`src/rtl/ledger_pkg.sv`:
```
// ledger_pkg: shared state type, record byte map and field-reorder helpers
// for the ledger RAM port controller.
//   state_t                - controller FSM states
//   RECORD_BYTES, OFF_*    - RAM byte offsets of each ledger field
//   result_to_bytes        - datapath result word -> RAM byte order
//   bytes_to_memory_values - RAM byte order -> packed memory_values word
package ledger_pkg;

    typedef enum logic [2:0] {IDLE, LOAD, LOAD_DRAIN, STORE, FINISH} state_t;

    localparam int RECORD_BYTES = 6;
    localparam int OFF_P1_PRIV  = 0;
    localparam int OFF_P1_PUB   = 1;
    localparam int OFF_P1_AMT   = 2;
    localparam int OFF_P2_PRIV  = 3;
    localparam int OFF_P2_PUB   = 4;
    localparam int OFF_P2_AMT   = 5;

    typedef logic [RECORD_BYTES-1:0][7:0] rec_bytes_t;

    // result word is {p1_amt,p1_pub,p1_priv,p2_amt,p2_pub,p2_priv}
    function automatic rec_bytes_t result_to_bytes(input logic [47:0] r);
        rec_bytes_t b;
        b[OFF_P1_AMT]  = r[47:40];
        b[OFF_P1_PUB]  = r[39:32];
        b[OFF_P1_PRIV] = r[31:24];
        b[OFF_P2_AMT]  = r[23:16];
        b[OFF_P2_PUB]  = r[15:8];
        b[OFF_P2_PRIV] = r[7:0];
        return b;
    endfunction

    // memory_values is {p1_priv,p1_pub,p1_amt,p2_priv,p2_pub,p2_amt}
    function automatic logic [47:0] bytes_to_memory_values(input rec_bytes_t b);
        return {b[OFF_P1_PRIV], b[OFF_P1_PUB], b[OFF_P1_AMT],
                b[OFF_P2_PRIV], b[OFF_P2_PUB], b[OFF_P2_AMT]};
    endfunction

endpackage

```
`src/rtl/rd_valid_pipe.sv`:
```
// rd_valid_pipe: DEPTH-stage shift register of {valid, byte index} that
// tracks each issued RAM read until its data is present on ram_q.
//   clock, resetn        - clock, synchronous active-low reset
//   in_valid, in_idx     - read issued this cycle and its byte index
//   out_valid, out_idx   - ram_q holds byte out_idx this cycle
module rd_valid_pipe #(
    parameter int DEPTH = 1,
    parameter int IDX_W = 3
) (
    input  logic             clock,
    input  logic             resetn,
    input  logic             in_valid,
    input  logic [IDX_W-1:0] in_idx,
    output logic             out_valid,
    output logic [IDX_W-1:0] out_idx
);

    logic [DEPTH-1:0]            v;
    logic [DEPTH-1:0][IDX_W-1:0] ix;

    always_ff @(posedge clock) begin
        if (!resetn) begin
            v  <= '0;
            ix <= '0;
        end else begin
            v[0]  <= in_valid;
            ix[0] <= in_idx;
            for (int i = 1; i < DEPTH; i++) begin
                v[i]  <= v[i-1];
                ix[i] <= ix[i-1];
            end
        end
    end

    assign out_valid = v[DEPTH-1];
    assign out_idx   = ix[DEPTH-1];

endmodule

```
`src/rtl/ledger_mem_ctrl.sv`:
```
// ledger_mem_ctrl: byte-wide RAM port controller for the two-player coin
// ledger; loads a six-byte record into memory_values and stores the
// datapath result word back as six bytes.
//   clock, resetn              - clock, synchronous active-low reset
//   load_req, store_req        - operation requests, sampled in IDLE
//   record_in                  - result word to store
//   memory_values              - last loaded/stored record (packed)
//   load_register, store_done  - one-cycle completion strobes
//   busy                       - controller not in IDLE
//   ram_address, ram_data,
//   ram_wren, ram_q            - RAM port
module ledger_mem_ctrl
    import ledger_pkg::*;
#(
    parameter int ADDR_W       = 5,
    parameter int BASE_ADDR    = 0,
    parameter int READ_LATENCY = 1
) (
    input  logic              clock,
    input  logic              resetn,
    input  logic              load_req,
    input  logic              store_req,
    input  logic [47:0]       record_in,
    output logic [47:0]       memory_values,
    output logic              load_register,
    output logic              busy,
    output logic              store_done,
    output logic [ADDR_W-1:0] ram_address,
    output logic [7:0]        ram_data,
    output logic              ram_wren,
    input  logic [7:0]        ram_q
);

    localparam logic [ADDR_W-1:0] BASE = ADDR_W'(BASE_ADDR);
    localparam logic [2:0]        LAST = 3'(RECORD_BYTES - 1);

    state_t     state, state_next;
    logic [2:0] cnt, cnt_inc, pipe_idx;
    logic       is_store, load_full, pipe_valid;
    rec_bytes_t in_bytes, wbytes, shadow;

    assign cnt_inc  = cnt + 3'd1;
    assign in_bytes = result_to_bytes(record_in);

    // cnt is the beat index whose address is on the bus during LOAD
    rd_valid_pipe #(.DEPTH(READ_LATENCY), .IDX_W(3)) u_pipe (
        .clock     (clock),
        .resetn    (resetn),
        .in_valid  (state == LOAD),
        .in_idx    (cnt),
        .out_valid (pipe_valid),
        .out_idx   (pipe_idx)
    );

    always_ff @(posedge clock) begin
        if (!resetn) state <= IDLE;
        else         state <= state_next;
    end

    always_comb begin
        state_next = state;
        case (state)
            IDLE:       state_next = store_req ? STORE : (load_req ? LOAD : IDLE);
            LOAD:       state_next = (cnt == LAST) ? LOAD_DRAIN : LOAD;
            LOAD_DRAIN: state_next = load_full ? FINISH : LOAD_DRAIN;
            STORE:      state_next = (cnt == LAST) ? FINISH : STORE;
            FINISH:     state_next = IDLE;
            default:    state_next = IDLE;
        endcase
    end

    always_comb begin
        busy          = state != IDLE;
        ram_wren      = state == STORE;
        load_register = (state == FINISH) && !is_store;
        store_done    = (state == FINISH) && is_store;
    end

    always_ff @(posedge clock) begin
        if (!resetn) begin
            cnt           <= '0;
            is_store      <= 1'b0;
            load_full     <= 1'b0;
            wbytes        <= '0;
            shadow        <= '0;
            memory_values <= '0;
            ram_address   <= '0;
            ram_data      <= '0;
        end else begin
            if (pipe_valid) shadow[pipe_idx] <= ram_q;
            // set once the last byte is in shadow; memory_values follows one edge later
            load_full <= (state == IDLE) ? 1'b0 : (load_full | (pipe_valid && pipe_idx == LAST));
            case (state)
                IDLE: begin
                    if (store_req) begin
                        is_store    <= 1'b1;
                        cnt         <= '0;
                        wbytes      <= in_bytes;
                        ram_address <= BASE;
                        ram_data    <= in_bytes[0];
                    end else if (load_req) begin
                        is_store    <= 1'b0;
                        cnt         <= '0;
                        ram_address <= BASE;
                    end
                end
                LOAD: begin
                    if (cnt != LAST) begin
                        cnt         <= cnt_inc;
                        ram_address <= BASE + ADDR_W'(cnt_inc);
                    end
                end
                LOAD_DRAIN: begin
                    if (load_full) memory_values <= bytes_to_memory_values(shadow);
                end
                STORE: begin
                    if (cnt != LAST) begin
                        cnt         <= cnt_inc;
                        ram_address <= BASE + ADDR_W'(cnt_inc);
                        ram_data    <= wbytes[cnt_inc];
                    end else begin
                        memory_values <= bytes_to_memory_values(wbytes);
                    end
                end
                default: ;
            endcase
        end
    end

endmodule

```
`config.mk`:
```
export PLATFORM = sky130hd
export DESIGN_NAME = ledger_mem_ctrl
export DESIGN_NICKNAME = d
export VERILOG_FILES = /design/src/rtl/ledger_pkg.sv /design/src/rtl/rd_valid_pipe.sv /design/src/rtl/ledger_mem_ctrl.sv
export SDC_FILE = /design/constraint.sdc
export NUM_CORES = 1
export LEC_CHECK = 0
export CAP_MARGIN = 20
export CORE_ASPECT_RATIO = 0.9
export CORE_MARGIN = 4
export CORE_UTILIZATION = 54
export CTS_BUF_LIST = sky130_fd_sc_hd__clkbuf_8
export CTS_CLUSTER_DIAMETER = 100
export CTS_CLUSTER_SIZE = 40
export DETAILED_ROUTE_END_ITERATION = 16
export PLACE_DENSITY = 0.82
export SLEW_MARGIN = 5
export SYNTH_ARGS = -nofsm -noshare
export SYNTH_HDL_FRONTEND = slang
export SYNTH_SLANG_ARGS = --single-unit
export TNS_END_PERCENT = 10
```
`constraint.sdc`:
```
create_clock -name clock -period 2.5 [get_ports clock]
set_clock_uncertainty 0.05 [all_clocks]
set_input_delay 0.5 -clock clock [delete_from_list [all_inputs] [get_ports clock]]
set_output_delay 0.5 -clock clock [all_outputs]
set_load 0.02 [all_outputs]
```
==> results of run 1 <==
[final cells by class]
type | instances | area [um2] | area share
Sequential cell | 164 | 3292 | 0.3932
Multi-Input combinational cell | 592 | 3088 | 0.3689
Timing Repair Buffer | 134 | 1361 | 0.1626
Clock buffer | 21 | 289.0 | 0.03452
Tap cell | 160 | 200.2 | 0.02391
Clock inverter | 11 | 123.9 | 0.01480
Inverter | 4 | 17.52 | 0.002092
[flip-flops by register name, summed over array words and instances, names as in the netlist]
signal	flops
ram_address	3
state	3
u_pipe.out_valid	1
wbytes	48
load_full	1
is_store	1
ram_data	8
memory_values	48
u_pipe.out_idx	3
shadow	48
[worst min path at each step]
stage / endpoint / slack (ns) / cells after the start
2_1_floorplan: shadow[0] / 0.39 / 2
3_3_place_gp: shadow[39] / 0.39 / 2
3_5_place_dp: shadow[27] / 0.40 / 2
4_1_cts: shadow[11] / 0.41 / 2
5_1_grt: shadow[27] / 0.42 / 2
6_report: shadow[11] / 0.41 / 2
[cell usage in the layout, fill, tap and decap left out, types with 4 or more instances in the layout]
cell type        Yosys  layout
and2_1               5       5
o211ai_1             8       8
clkbuf_8             0      21
clkdlybuf4s50_1      0     122
mux4_2               8       8
nor2_1              56      56
nand2_1            301     301
nand2b_1            13      13
a21oi_1            100     100
buf_12               0       4
buf_4                5       8
a311oi_1            48      48
mux2i_1              8       8
nand3b_1             4       4
a32o_1               8       8
dfxtp_1            164     161
[stage by stage]
| step | setup slack, ns | instance area, um2 | utilization | hold slack [ns] |
|---|---|---|---|---|
| after floorplan | 0.4875 | 6664 | - | 0.3866 |
| after global placement | 0.3682 | 7945 | 0.6579 | 0.3931 |
| after detailed placement | 0.3406 | 7945 | 0.6579 | 0.3971 |
| after CTS | 0.05226 | 8362 | 0.6924 | 0.4090 |
| after global routing | 0.009568 | 8372 | 0.6932 | 0.4201 |
| final | 0.03943 | 8372 | 0.6932 | 0.4079 |
[critical path: cells and delay by family, from the launching register on]
family,cells,cell delay (ns)
flip-flops,1,0.49
AND/OR/NAND/NOR,1,0.31
buffers and inverters,1,0.67
[per-layer routing]
metal	track usage	wire (um)	up-vias
li1	-	-	2967
met1	0.3649	8156	2867
met2	0.4221	8830	279
met3	0.05333	1538	37
met4	0.1019	614	0
met5	0	0	-
[where the power goes]
| group | leakage [nW] | switching, mW | internal (mW) |
|---|---|---|---|
| logic | 1.13 | 0.298 | 0.238 |
| registers | 1.33 | 0.0785 | 2.69 |
| clock network | 0.205 | 0.972 | 0.997 |
| total | 2.67 | 1.35 | 3.92 |
[cell families after synthesis]
group           share of synthesized area
buf+inv                           0.04716
other cells                     0.0005631
fa+ha+maj                        0.003757
simple gates                       0.2422
xor+xnor                         0.003758
compound gates                     0.1689
mux                               0.04077
flops                              0.4930
[timing repair]
item / in CTS / in global routing
gates resized for setup: 3 / 3
endpoints found under the hold margin: 0 / 0
endpoints found under the setup margin: 4 / 2
==> run_results.csv, run 1 <==
group,metric,value,unit
synth,synth_top_cell_area_share,0.4930,
place,place.gp.congestion,0.9067,
cells_and_area,fin_cells,1086,
worst_setup_path,rr_worst_depth,6,
synth,yosys_warnings,0,
cts,post_cts.repair.setup_buffers,0,
cts,worstSkewPairLatency,0.44,ns
synth,synthFlopType,"dfxtp_1",
routing,drcViolationCount,0,
sta,drv_slew,0,
cts,clock_path_buffers,2,
synth,syn-cell-area,6660,um2
power_and_ir_drop,ir_drop,0.3990,mV
die,chipWidth,125.1,um
die,initial_core_util,0.5515,
die,die_h,113.4,um
routing,dr.pass1.iters,6,
routing,detail_route.wirelength,19140,um
worst_setup_path,crit_chain,"nor4b_1 -> clkdlybuf4s50_1",
sta,period_needed,2.461,ns
place,place_hpwl,13230,um
cts,clk_pin_slew,0.08,ns
worst_setup_path,critical_path_class,"flop to output pin",
synth,synth_most_common_cell,"nand2_1",
synth,synth_async_sr_flop_share,0,
worst_setup_path,crit_slowest_cell,"clkdlybuf4s50_1",
flow_run,drv_cap,0,
worst_setup_path,end_kind,"output pin",
worst_setup_path,rrSetupSlack,0.55,ns
routing,wire_per_inst,17.62,um
routing,viasPerCell,5.663,
sta,worst_pin_slew,0.8716,ns
cts,numCtsBuffers,17,
sta,fin_crit_sh,0.9842,
global_routing,grt_max_degree,97,
cells_and_area,drive_gt1_frac,0.06911,
global_routing,antenna_found_initial,0,
sta,rsz0062_at_grt,"no",
worst_setup_path,r2r-start,"ram_address[0]",
synth,yosysSeqAreaShare,0.4930,
worst_setup_path,reg2reg_to,"memory_values[40]",
worst_setup_path,critPathCapture,"load_register",
worst_setup_path,cpPeakStageDelay,0.67,ns
synth,yosys.cell_types.count,39,
synth,synthTopCellsByArea,"dfxtp_1, nand2_1, a21oi_1, a311oi_1, nor2_1",
worst_setup_path,arrival,1.91,ns
sta,setup_viol,0,
routing,antenna_left,0,
cts,clock-root-buffer,"clkbuf_8",
routing,dr_total_vias,6150,
global_routing,grt_pass1_vias,5649,
die,core_region_area,12080,um2
synth,synthTopCellsByCount,"nand2_1, dfxtp_1, a21oi_1",
run_status,status,"completed",
worst_setup_path,cp-start-kind,"flop",
cells_and_area,syn_to_final_growth,25.70,%
die,rows,38,
power_and_ir_drop,powerDensity,629.4,nW/um2
worst_setup_path,startpoint,"state[2]",
worst_setup_path,cp.required,1.95,ns
sta,slew_headroom,0.4145,
sta,max_freq,406.4,MHz
sta,final_hold_viol_count,0,
global_routing,grt_pass1_wl,29940,um
cts,cts_tree,"built",
synth,netlist_instances,824,
min_path,worst_hold_startpoint,"shadow[11]",
die,die-area,14180,um2
cells_and_area,fillCellCount,1002,
routing,drt_iter0_markers,824,
min_path,hp-class,"flop to flop",
global_routing,grt-ovfl-total,0,
synth,synth_edf_count,0,
synth,syn-mean-instance-area,8.083,um2
cells_and_area,antenna_cells,0,
synth,ys_ff_latch,164,
synth,yosysTopAreaCell,"dfxtp_1",
place,numPortBuffers,122,
global_routing,grt_use_total,0.2672,
sta,setup_tns,0,ns
cts,htreeDepth,4,
cts,cts_sinks,164,
cts,hold_buffers,0,
power_and_ir_drop,power_leakage,2.665,nW
place,dpl.cell_count,1054,
die,io_pins,125,
power_and_ir_drop,fin_total_pwr,5.269,mW
worst_setup_path,critPathMaxFanout,15,
cells_and_area,layout.nets,975,
Note: power is estimated with default switching activity, not from simulation.
==> run 2: changes to the inputs <==
TNS_END_PERCENT = 5   (was 10)
==> results of run 2 <==
No change in the layout: final DEF, timing and power equal those of run 1.
==> run 3: changes to the inputs <==
MAX_ROUTING_LAYER = met4   (was not set)
==> run_results.csv, run 3 (same netlist as run 1, synthesis figures left out) <==
group,metric,value,unit
run_status,status,"completed",
sta,rsz0062_at_grt,"no",
sta,setup_tns,0,ns
cts,clk_pin_slew,0.08,ns
sta,slew_headroom,0.4301,
global_routing,grt_pass1_wl,29950,um
place,numPortBuffers,122,
routing,wire_per_inst,17.66,um
worst_setup_path,critical_path_class,"flop to output pin",
place,post-place-ws,0.3406,ns
min_path,hp-class,"flop to flop",
place,place_hpwl,13230,um
global_routing,grt-ovfl-total,0,
die,rows,38,
sta,max_freq,408.3,MHz
cts,numCtsBuffers,17,
die,die_h,113.4,um
routing,viasPerCell,5.673,
sta,fin_crit_sh,0.9796,
cts,worstSkewPairLatency,0.45,ns
routing,dr_total_vias,6161,
cells_and_area,fillCellCount,1002,
power_and_ir_drop,power_leakage,2.665,nW
die,initial_core_util,0.5515,
cts,htreeDepth,4,
worst_setup_path,r2r-start,"ram_address[0]",
cells_and_area,final_util,0.6932,
die,core_region_area,12080,um2
power_and_ir_drop,powerDensity,629.5,nW/um2
worst_setup_path,end_kind,"output pin",
cells_and_area,antenna_cells,0,
cells_and_area,multiInputGateArea,3088,um2
worst_setup_path,rr_worst_depth,5,
worst_setup_path,cp.required,1.95,ns
cells_and_area,largestRegisters,"memory_values x48, shadow x48, wbytes x48",
global_routing,grt_pass1_vias,5620,
die,io_pins,125,
sta,setup_viol,0,
power_and_ir_drop,ir_drop,0.3992,mV
cells_and_area,final_common_cell,"nand2_1",
cts,cts_tree,"built",
cells_and_area,layout.nets,975,
cells_and_area,seqCellArea,3292,um2
sta,period_needed,2.449,ns
worst_setup_path,startpoint,"state[2]",
die,chipWidth,125.1,um
sta,worst_pin_slew,0.8483,ns
global_routing,grt_use_total,0.2751,
cells_and_area,final_cell_area,8372,um2
die,die-area,14180,um2
global_routing,grt_max_degree,97,
routing,antenna_left,0,
worst_setup_path,arrival,1.90,ns
sta,final_hold_viol_count,0,
cts,clock-root-buffer,"clkbuf_8",
cts,cts_sinks,164,
routing,drcViolationCount,0,
sta,drv_slew,0,
place,place.gp.congestion,0.9223,
global_routing,antenna_found_initial,0,
cts,clock_path_buffers,2,
worst_setup_path,cp-start-kind,"flop",
routing,drt_iter0_markers,812,
place,place_area,7945,um2
cells_and_area,syn_to_final_growth,25.70,%
worst_setup_path,rrSetupSlack,0.56,ns
worst_setup_path,critPathMaxFanout,15,
flow_run,drv_cap,0,
sta,fin_ws,0.05094,ns
cells_and_area,drive_gt1_frac,0.06911,
routing,dr.pass1.iters,6,
cells_and_area,mostFrequentLayoutCells,"nand2_1, dfxtp_1, clkdlybuf4s50_1",
worst_setup_path,critPathCapture,"load_register",
routing,detail_route.wirelength,19180,um
worst_setup_path,reg2reg_to,"ram_data[3]",
run 3: area by class of cell:
| cell class | count | share of cell area |
|---|---|---|
| timing repair buffer | 134 | 0.1626 |
| clock buffer | 21 | 0.03452 |
| inverter | 4 | 0.002092 |
| multi-input combinational | 592 | 0.3689 |
| sequential | 164 | 0.3932 |
| tap | 160 | 0.02391 |
| clock inverter | 11 | 0.01480 |
run 3: per-stage QoR:
stage	power [mW]	hold slack (ns)	instances
after CTS	5.274	0.4090	1086
after detailed placement	3.348	0.3971	1054
after global routing	5.464	0.4201	1086
after global placement	3.339	0.3931	1054
final	5.270	0.4078	1086
after floorplan	3.102	0.3866	825
run 3: timing repair:
item | in CTS | in global routing
endpoints found under the setup margin | 4 | 2
hold buffers | 0 | 0
resized for setup | 3 | 3
cloned | 0 | 0
buffers inserted | 0 | 0
run 3: worst max-delay path, cell delays in order (launching register included):
cell	delay, ns
dfxtp_2	0.49
nor4b_1	0.30
clkdlybuf4s50_1	0.67
run 3: layer usage:
layer,share of wire,track usage,vias up
li1,-,-,2973
met1,0.43,0.3664,2871
met2,0.46,0.4221,283
met3,0.083,0.05616,34
met4,0.028,0.09321,0
met5,0,-,-
run 3: how the worst min path moves through the flow:
stage	startpoint	endpoint	slack [ns]	cells after the start
final	shadow[11]	shadow[11]	0.41	2
after floorplan	shadow[0]	shadow[0]	0.39	2
after CTS	shadow[11]	shadow[11]	0.41	2
after detailed placement	shadow[27]	shadow[27]	0.40	2
after global routing	shadow[27]	shadow[27]	0.42	2
after global placement	shadow[39]	shadow[39]	0.39	2
run 3: power by group:
group / switching (mW) / internal (mW) / leakage, nW
clock: 0.973 / 0.997 / 0.205
sequential: 0.0785 / 2.69 / 1.33
combinational: 0.298 / 0.238 / 1.13
total: 1.35 / 3.92 / 2.67
